$ cat src/rtl/mem_arbiter.sv
// Arbitrates one single-port synchronous-read memory between the fetch and load/store ports.
// Define ARB_ROUND_ROBIN_EN to alternate grants on contention; otherwise data has fixed priority.
module mem_arbiter #(
  parameter int MEM_WORDS_LOG2 = 8,
  parameter int WAIT_STATES    = 0
) (
  input  logic                      clk,
  input  logic                      resetn,
  input  logic                      i_req,
  input  logic [31:0]               i_addr,
  output logic [31:0]               i_rdata,
  output logic                      i_ack,
  input  logic                      d_req,
  input  logic                      d_we,
  input  logic [3:0]                d_wmask,
  input  logic [31:0]               d_addr,
  input  logic [31:0]               d_wdata,
  output logic [31:0]               d_rdata,
  output logic                      d_ack,
  output logic                      m_en,
  output logic [MEM_WORDS_LOG2-1:0] m_addr,
  output logic [3:0]                m_wmask,
  output logic [31:0]               m_wdata,
  input  logic [31:0]               m_rdata,
  output logic                      busy
);
  typedef enum logic [1:0] {IDLE, ISSUE, WAIT, RESP} state_t;

  state_t                    state_q, state_d;
  logic                      gnt_data_q, gnt_data_d;
  logic [MEM_WORDS_LOG2-1:0] addr_q, addr_d;
  logic                      we_q, we_d;
  logic [3:0]                wmask_q, wmask_d;
  logic [31:0]               wdata_q, wdata_d;
  logic [3:0]                cnt_q, cnt_d;
  logic [31:0]               i_rdata_q, i_rdata_d;
  logic [31:0]               d_rdata_q, d_rdata_d;
  logic                      pick_data;

  // Byte-offset and out-of-range address bits are deliberately dropped (word address wraps).
  logic unused_addr;
  assign unused_addr = ^{i_addr[31:MEM_WORDS_LOG2+2], i_addr[1:0],
                         d_addr[31:MEM_WORDS_LOG2+2], d_addr[1:0]};

`ifdef ARB_ROUND_ROBIN_EN
  logic last_data_q, last_data_d;
  assign pick_data = d_req & (~i_req | ~last_data_q);
`else
  assign pick_data = d_req;
`endif

  always_comb begin
    state_d    = state_q;
    gnt_data_d = gnt_data_q;
    addr_d     = addr_q;
    we_d       = we_q;
    wmask_d    = wmask_q;
    wdata_d    = wdata_q;
    cnt_d      = cnt_q;
    i_rdata_d  = i_rdata_q;
    d_rdata_d  = d_rdata_q;
`ifdef ARB_ROUND_ROBIN_EN
    last_data_d = last_data_q;
`endif
    unique case (state_q)
      IDLE: begin
        if (i_req || d_req) begin
          gnt_data_d = pick_data;
          addr_d     = pick_data ? d_addr[MEM_WORDS_LOG2+1:2] : i_addr[MEM_WORDS_LOG2+1:2];
          we_d       = pick_data & d_we;
          wmask_d    = (pick_data && d_we) ? d_wmask : 4'b0000;
          wdata_d    = pick_data ? d_wdata : 32'h0;
          state_d    = ISSUE;
        end
      end
      ISSUE: begin
        cnt_d   = 4'(WAIT_STATES);
        state_d = WAIT;
      end
      WAIT: begin
        if (cnt_q != 4'd0) begin
          cnt_d = cnt_q - 4'd1;
        end else begin
          if (!we_q) begin
            if (gnt_data_q) d_rdata_d = m_rdata;
            else            i_rdata_d = m_rdata;
          end
          state_d = RESP;
        end
      end
      RESP: begin
`ifdef ARB_ROUND_ROBIN_EN
        last_data_d = gnt_data_q;
`endif
        state_d = IDLE;
      end
      default: state_d = IDLE;
    endcase
  end

  always_ff @(posedge clk or negedge resetn) begin
    if (!resetn) begin
      state_q    <= IDLE;
      gnt_data_q <= 1'b0;
      addr_q     <= '0;
      we_q       <= 1'b0;
      wmask_q    <= 4'b0000;
      wdata_q    <= 32'h0;
      cnt_q      <= 4'd0;
      i_rdata_q  <= 32'h0;
      d_rdata_q  <= 32'h0;
`ifdef ARB_ROUND_ROBIN_EN
      last_data_q <= 1'b0;
`endif
    end else begin
      state_q    <= state_d;
      gnt_data_q <= gnt_data_d;
      addr_q     <= addr_d;
      we_q       <= we_d;
      wmask_q    <= wmask_d;
      wdata_q    <= wdata_d;
      cnt_q      <= cnt_d;
      i_rdata_q  <= i_rdata_d;
      d_rdata_q  <= d_rdata_d;
`ifdef ARB_ROUND_ROBIN_EN
      last_data_q <= last_data_d;
`endif
    end
  end

  // Memory-side outputs are gated so the bus is quiet outside the single issue cycle.
  assign m_en    = (state_q == ISSUE);
  assign m_addr  = m_en ? addr_q  : '0;
  assign m_wmask = m_en ? wmask_q : 4'b0000;
  assign m_wdata = m_en ? wdata_q : 32'h0;
  assign i_ack   = (state_q == RESP) & ~gnt_data_q;
  assign d_ack   = (state_q == RESP) &  gnt_data_q;
  assign busy    = (state_q != IDLE);
  assign i_rdata = i_rdata_q;
  assign d_rdata = d_rdata_q;
endmodule
$ cat config.mk
export PLATFORM = sky130hd
export DESIGN_NAME = mem_arbiter
export DESIGN_NICKNAME = d
export VERILOG_FILES = /design/src/rtl/mem_arbiter.sv
export SDC_FILE = /design/constraint.sdc
export NUM_CORES = 1
export LEC_CHECK = 0
export ABC_AREA = 1
export BUFFER_PORTS_ARGS = -buffer_cell sky130_fd_sc_hd__buf_2
export CAP_MARGIN = 20
export CELL_PAD_IN_SITES_DETAIL_PLACEMENT = 0
export CELL_PAD_IN_SITES_GLOBAL_PLACEMENT = 2
export CORE_UTILIZATION = 23
export DETAILED_ROUTE_END_ITERATION = 10
export PLACE_DENSITY_LB_ADDON = 0.1
export SYNTH_ARGS = -nofsm -noshare
export SYNTH_HDL_FRONTEND = slang
export SYNTH_SLANG_ARGS = --single-unit
$ cat constraint.sdc
create_clock -name clk -period 1.35 [get_ports clk]
set_input_delay 0.135 -clock clk [delete_from_list [all_inputs] [get_ports clk]]
set_output_delay 0.135 -clock clk [all_outputs]
set_load 0.03 [all_outputs]
==> metrics.txt <==
DR WL/cell=approximately 15 um; Reg area=slightly below 0.003 mm^2; sum of overflow across all layers after global routing=0; Detailed Route Iter0 Violations=202; portion of the post-synthesis area used by sequential elements=around 52%; Post-synth EDFFs=0; MaxCap Viol Count=0; fraction of power consumed by sequential logic=between 20% and 30%; Yosys reg bits=116; Sinks on Clock Net=116; Via-to-Cell Ratio=4.24; kind of launch point of the worst setup path=register; remaining antenna violation count after routing=0; worst hold slack after final layout=0.0448 ns; time the worst path needs with I/O delays and setup=between 1.5 and 2 ns; violations in the final reports=negative setup slack; slowest cell delay on critical path=0.40 ns; setup ws final=-0.339 ns; pwr dens=around 2500 mW/mm^2; worst-margin pin slew=0.421 ns; TNS Setup=-36.55 ns; number of failing hold endpoints at the final stage=0; crit path DAT=around 1.6 ns; yosys synthesis warning count=0; Initial Utilization=between 20% and 30%; highest attainable clock frequency=~0.6 GHz; Max Root-Sink Buffers=2; share of the clock period used by the worst path after layout=125%; HP Class=primary input to register; Primary FF master, synth=sky130_fd_sc_hd__dfrtp_1; I/O pins=around 250; final standard cell count with taps included and fillers excluded=between 1000 and 1500; total track usage=between 10% and 20%; layout cell share with drive strength beyond 1=37.9%; clock-pin slew of the registers on the worst-case setup and hold paths=around 0.060 ns; CTS tree=built; number of global-route vias before repair=5752; number of design rule violations left after detail routing=0; crit-path leading delay family=buffers and inverters; outcome=complete, but fails checks; clock power share=about 20%; cell at the root of the clock tree=sky130_fd_sc_hd__clkbuf_16; largest cells by area after synthesis=sky130_fd_sc_hd__dfrtp_1 52%, sky130_fd_sc_hd__nand2_1 16%, sky130_fd_sc_hd__inv_1 7.3%; most common cell in the netlist=sky130_fd_sc_hd__nand2_1; antenna violations before repair=0; Post-DP HPWL=about 12 mm; power dissipated by switching net loads=10.4 mW; Slew headroom=71.9%; number of nets in the synthesized netlist=a little over 800; drt total wl=19.2 mm; share of Yosys cell area claimed by the top area cell type=about 52%; standard cell core area=about 0.024 mm^2; Port Buffer Count=200; Inserted Diodes=0; P_int=12.8 mW; sort of element at the end of the critical path=primary output; H-tree lvl count=4; post-synth cell types=21; chip width=approximately 160 um; final cell utilization of the core=a little under 40%; Die Height=between 150 and 200 um; Slowest-stage cell, CP=sky130_fd_sc_hd__dfrtp_1; combinational group share of total power=54.0%; number of endpoints failing setup at the final stage=160; Multi-input gate area=0.00203 mm^2; maximum clock skew at final layout=a little over 0.009 ns; library cell occupying the most area in the post-synthesis netlist=sky130_fd_sc_hd__dfrtp_1; number of clock buffers inserted by TritonCTS=17; layout net count=approximately 1100; list of cells traversed by the critical path=inv_2, ha_4, buf_12, nand2_1, inv_2, buf_4; critical path's most frequent cell=sky130_fd_sc_hd__inv_2; DR vias=between 5000 and 6000; placed cell count=approximately 1200; combined buffer and inverter count along the critical path=4; netlist area before placement=0.00554 mm^2; P_leak=roughly 4.9 nW; final count of pins violating max slew=0; synthesized instance count=roughly 670; IR Drop Worst-Case VDD=~0.77 mV; fill cell instance count of the final layout=approximately 2500; proportion of synthesized flip-flops having asynchronous set or reset=100%; Die Area=0.0247 mm^2; synthesis-to-finish area growth=65.9%; Placement Setup Slack=-0.138 ns; largest fanout on the critical path=22; pin count of the biggest net entering global routing=43; synthesized area per cell=a little over 8 um^2; setup repair after global routing missed its margin=true; worst setup path category=register to primary output; switching part of the total power=44.9%; ranking of synthesized cells by instance count=229 x sky130_fd_sc_hd__nand2_1, 116 x sky130_fd_sc_hd__dfrtp_1, 108 x sky130_fd_sc_hd__inv_1; clock insertion delay at the later pin of the skew report=0.42 ns; number of search-and-repair iterations in the first detailed-routing pass=4; Req. time, crit path=~1.2 ns; Placer Congestion=between 0.7 and 0.8; global-route wire length before repair=30.0 mm; Rows=56
state kept, by name, indices dropped and copies added (netlist names):
register / flops
d_rdata: 32
state_q: 2
cnt_q: 4
gnt_data_q: 1
i_rdata: 32
wdata_q: 32
wmask_q: 4
addr_q: 8
we_q: 1
cell usage in the layout (no fill, tap or decap), drive strengths merged:
| cell type | synthesis | routed |
|---|---|---|
| nor2 | 6 | 6 |
| o22ai | 4 | 4 |
| dlygate4sd3 | 0 | 69 |
| bufbuf | 0 | 3 |
| o21ai | 42 | 42 |
| buf | 31 | 254 |
| dfrtp | 116 | 116 |
| nand4 | 66 | 66 |
| nand2 | 231 | 231 |
| or2 | 1 | 1 |
| clkinvlp | 0 | 3 |
| clkinv | 0 | 7 |
| a21oi | 1 | 1 |
| ha | 7 | 7 |
| clkbuf | 13 | 22 |
| nand3 | 41 | 41 |
| bufinv | 0 | 2 |
| inv | 110 | 112 |
layer usage:
| metal | track usage [%] | vias up | part of all wire (%) |
|---|---|---|---|
| li1 | - | 2736 | - |
| met1 | 18.6 | 2628 | 44 |
| met2 | 28.2 | 154 | 49 |
| met3 | 4.10 | 17 | 5.7 |
| met4 | 4.85 | 0 | 1.2 |
| met5 | 0 | - | 0 |
cell families after synthesis:
family / count (synthesis) / share of synthesized area, %
compound gates: 47 / 4.54
flops: 116 / 52.4
buf+inv: 154 / 12.9
fa+ha+maj: 7 / 1.58
simple gates: 345 / 28.5
power groups by stage:
stage | sequential, mW | combinational (mW) | clock (mW)
global placement | 6.09 | 10.4 | 0
detailed placement | 6.12 | 10.5 | 0
CTS | 6.13 | 12.0 | 4.66
finish | 6.14 | 12.5 | 4.51
floorplan | 7.99 | 5.11 | 0
global route | 6.35 | 13.6 | 4.84
through the flow:
step / instance area, um^2 / power, mW
2_1_floorplan: 5550 / 13.1
3_3_place_gp: 7110 / 16.5
3_5_place_dp: 7110 / 16.6
4_1_cts: 8940 / 22.8
5_1_grt: 9190 / 24.8
6_report: 9190 / 23.2
layout make-up:
| type | count | share of cell area [%] |
|---|---|---|
| clock buffers | 18 | 4.67 |
| clock inverters | 14 | 1.70 |
| inverters | 110 | 4.58 |
| multi-input cells | 399 | 22.1 |
| flip-flops and latches | 116 | 31.6 |
| well taps | 319 | 4.34 |
| repair buffers | 330 | 31.0 |
worst register-to-register path: cells and delay by family (launching register included):
family        cells  cell delay, ns
buf+inv           4            0.61
flops             1            0.39
simple gates      4            0.36
fa+ha+maj         1            0.20
repair_timing:
item | in CTS | in global routing
buffers inserted | 7 | 8
hold buffers | 69 | 0
resized for setup | 101 | 38
pin swaps | 1 | 2
endpoints found under the hold margin | 139 | 0
cloned | 6 | 4
setup endpoints to repair | 163 | 164
final timing paths:
path / cells past startpoint / to / start / slack, ns
worst min register to register: 2 / i_rdata[30] / i_rdata[30] / 0.46
worst max-delay path: 6 / m_wdata[28] / state_q[1] / -0.34
min in group asynchronous: 2 / i_rdata[27] / resetn / 0.21
worst max register to register: 9 / i_rdata[25] / state_q[0] / -0.33
max in group asynchronous: 3 / d_rdata[19] / resetn / 0.60
worst min-delay path: 5 / addr_q[3] / d_addr[5] / 0.04
Power figures use the tool's default switching activity.
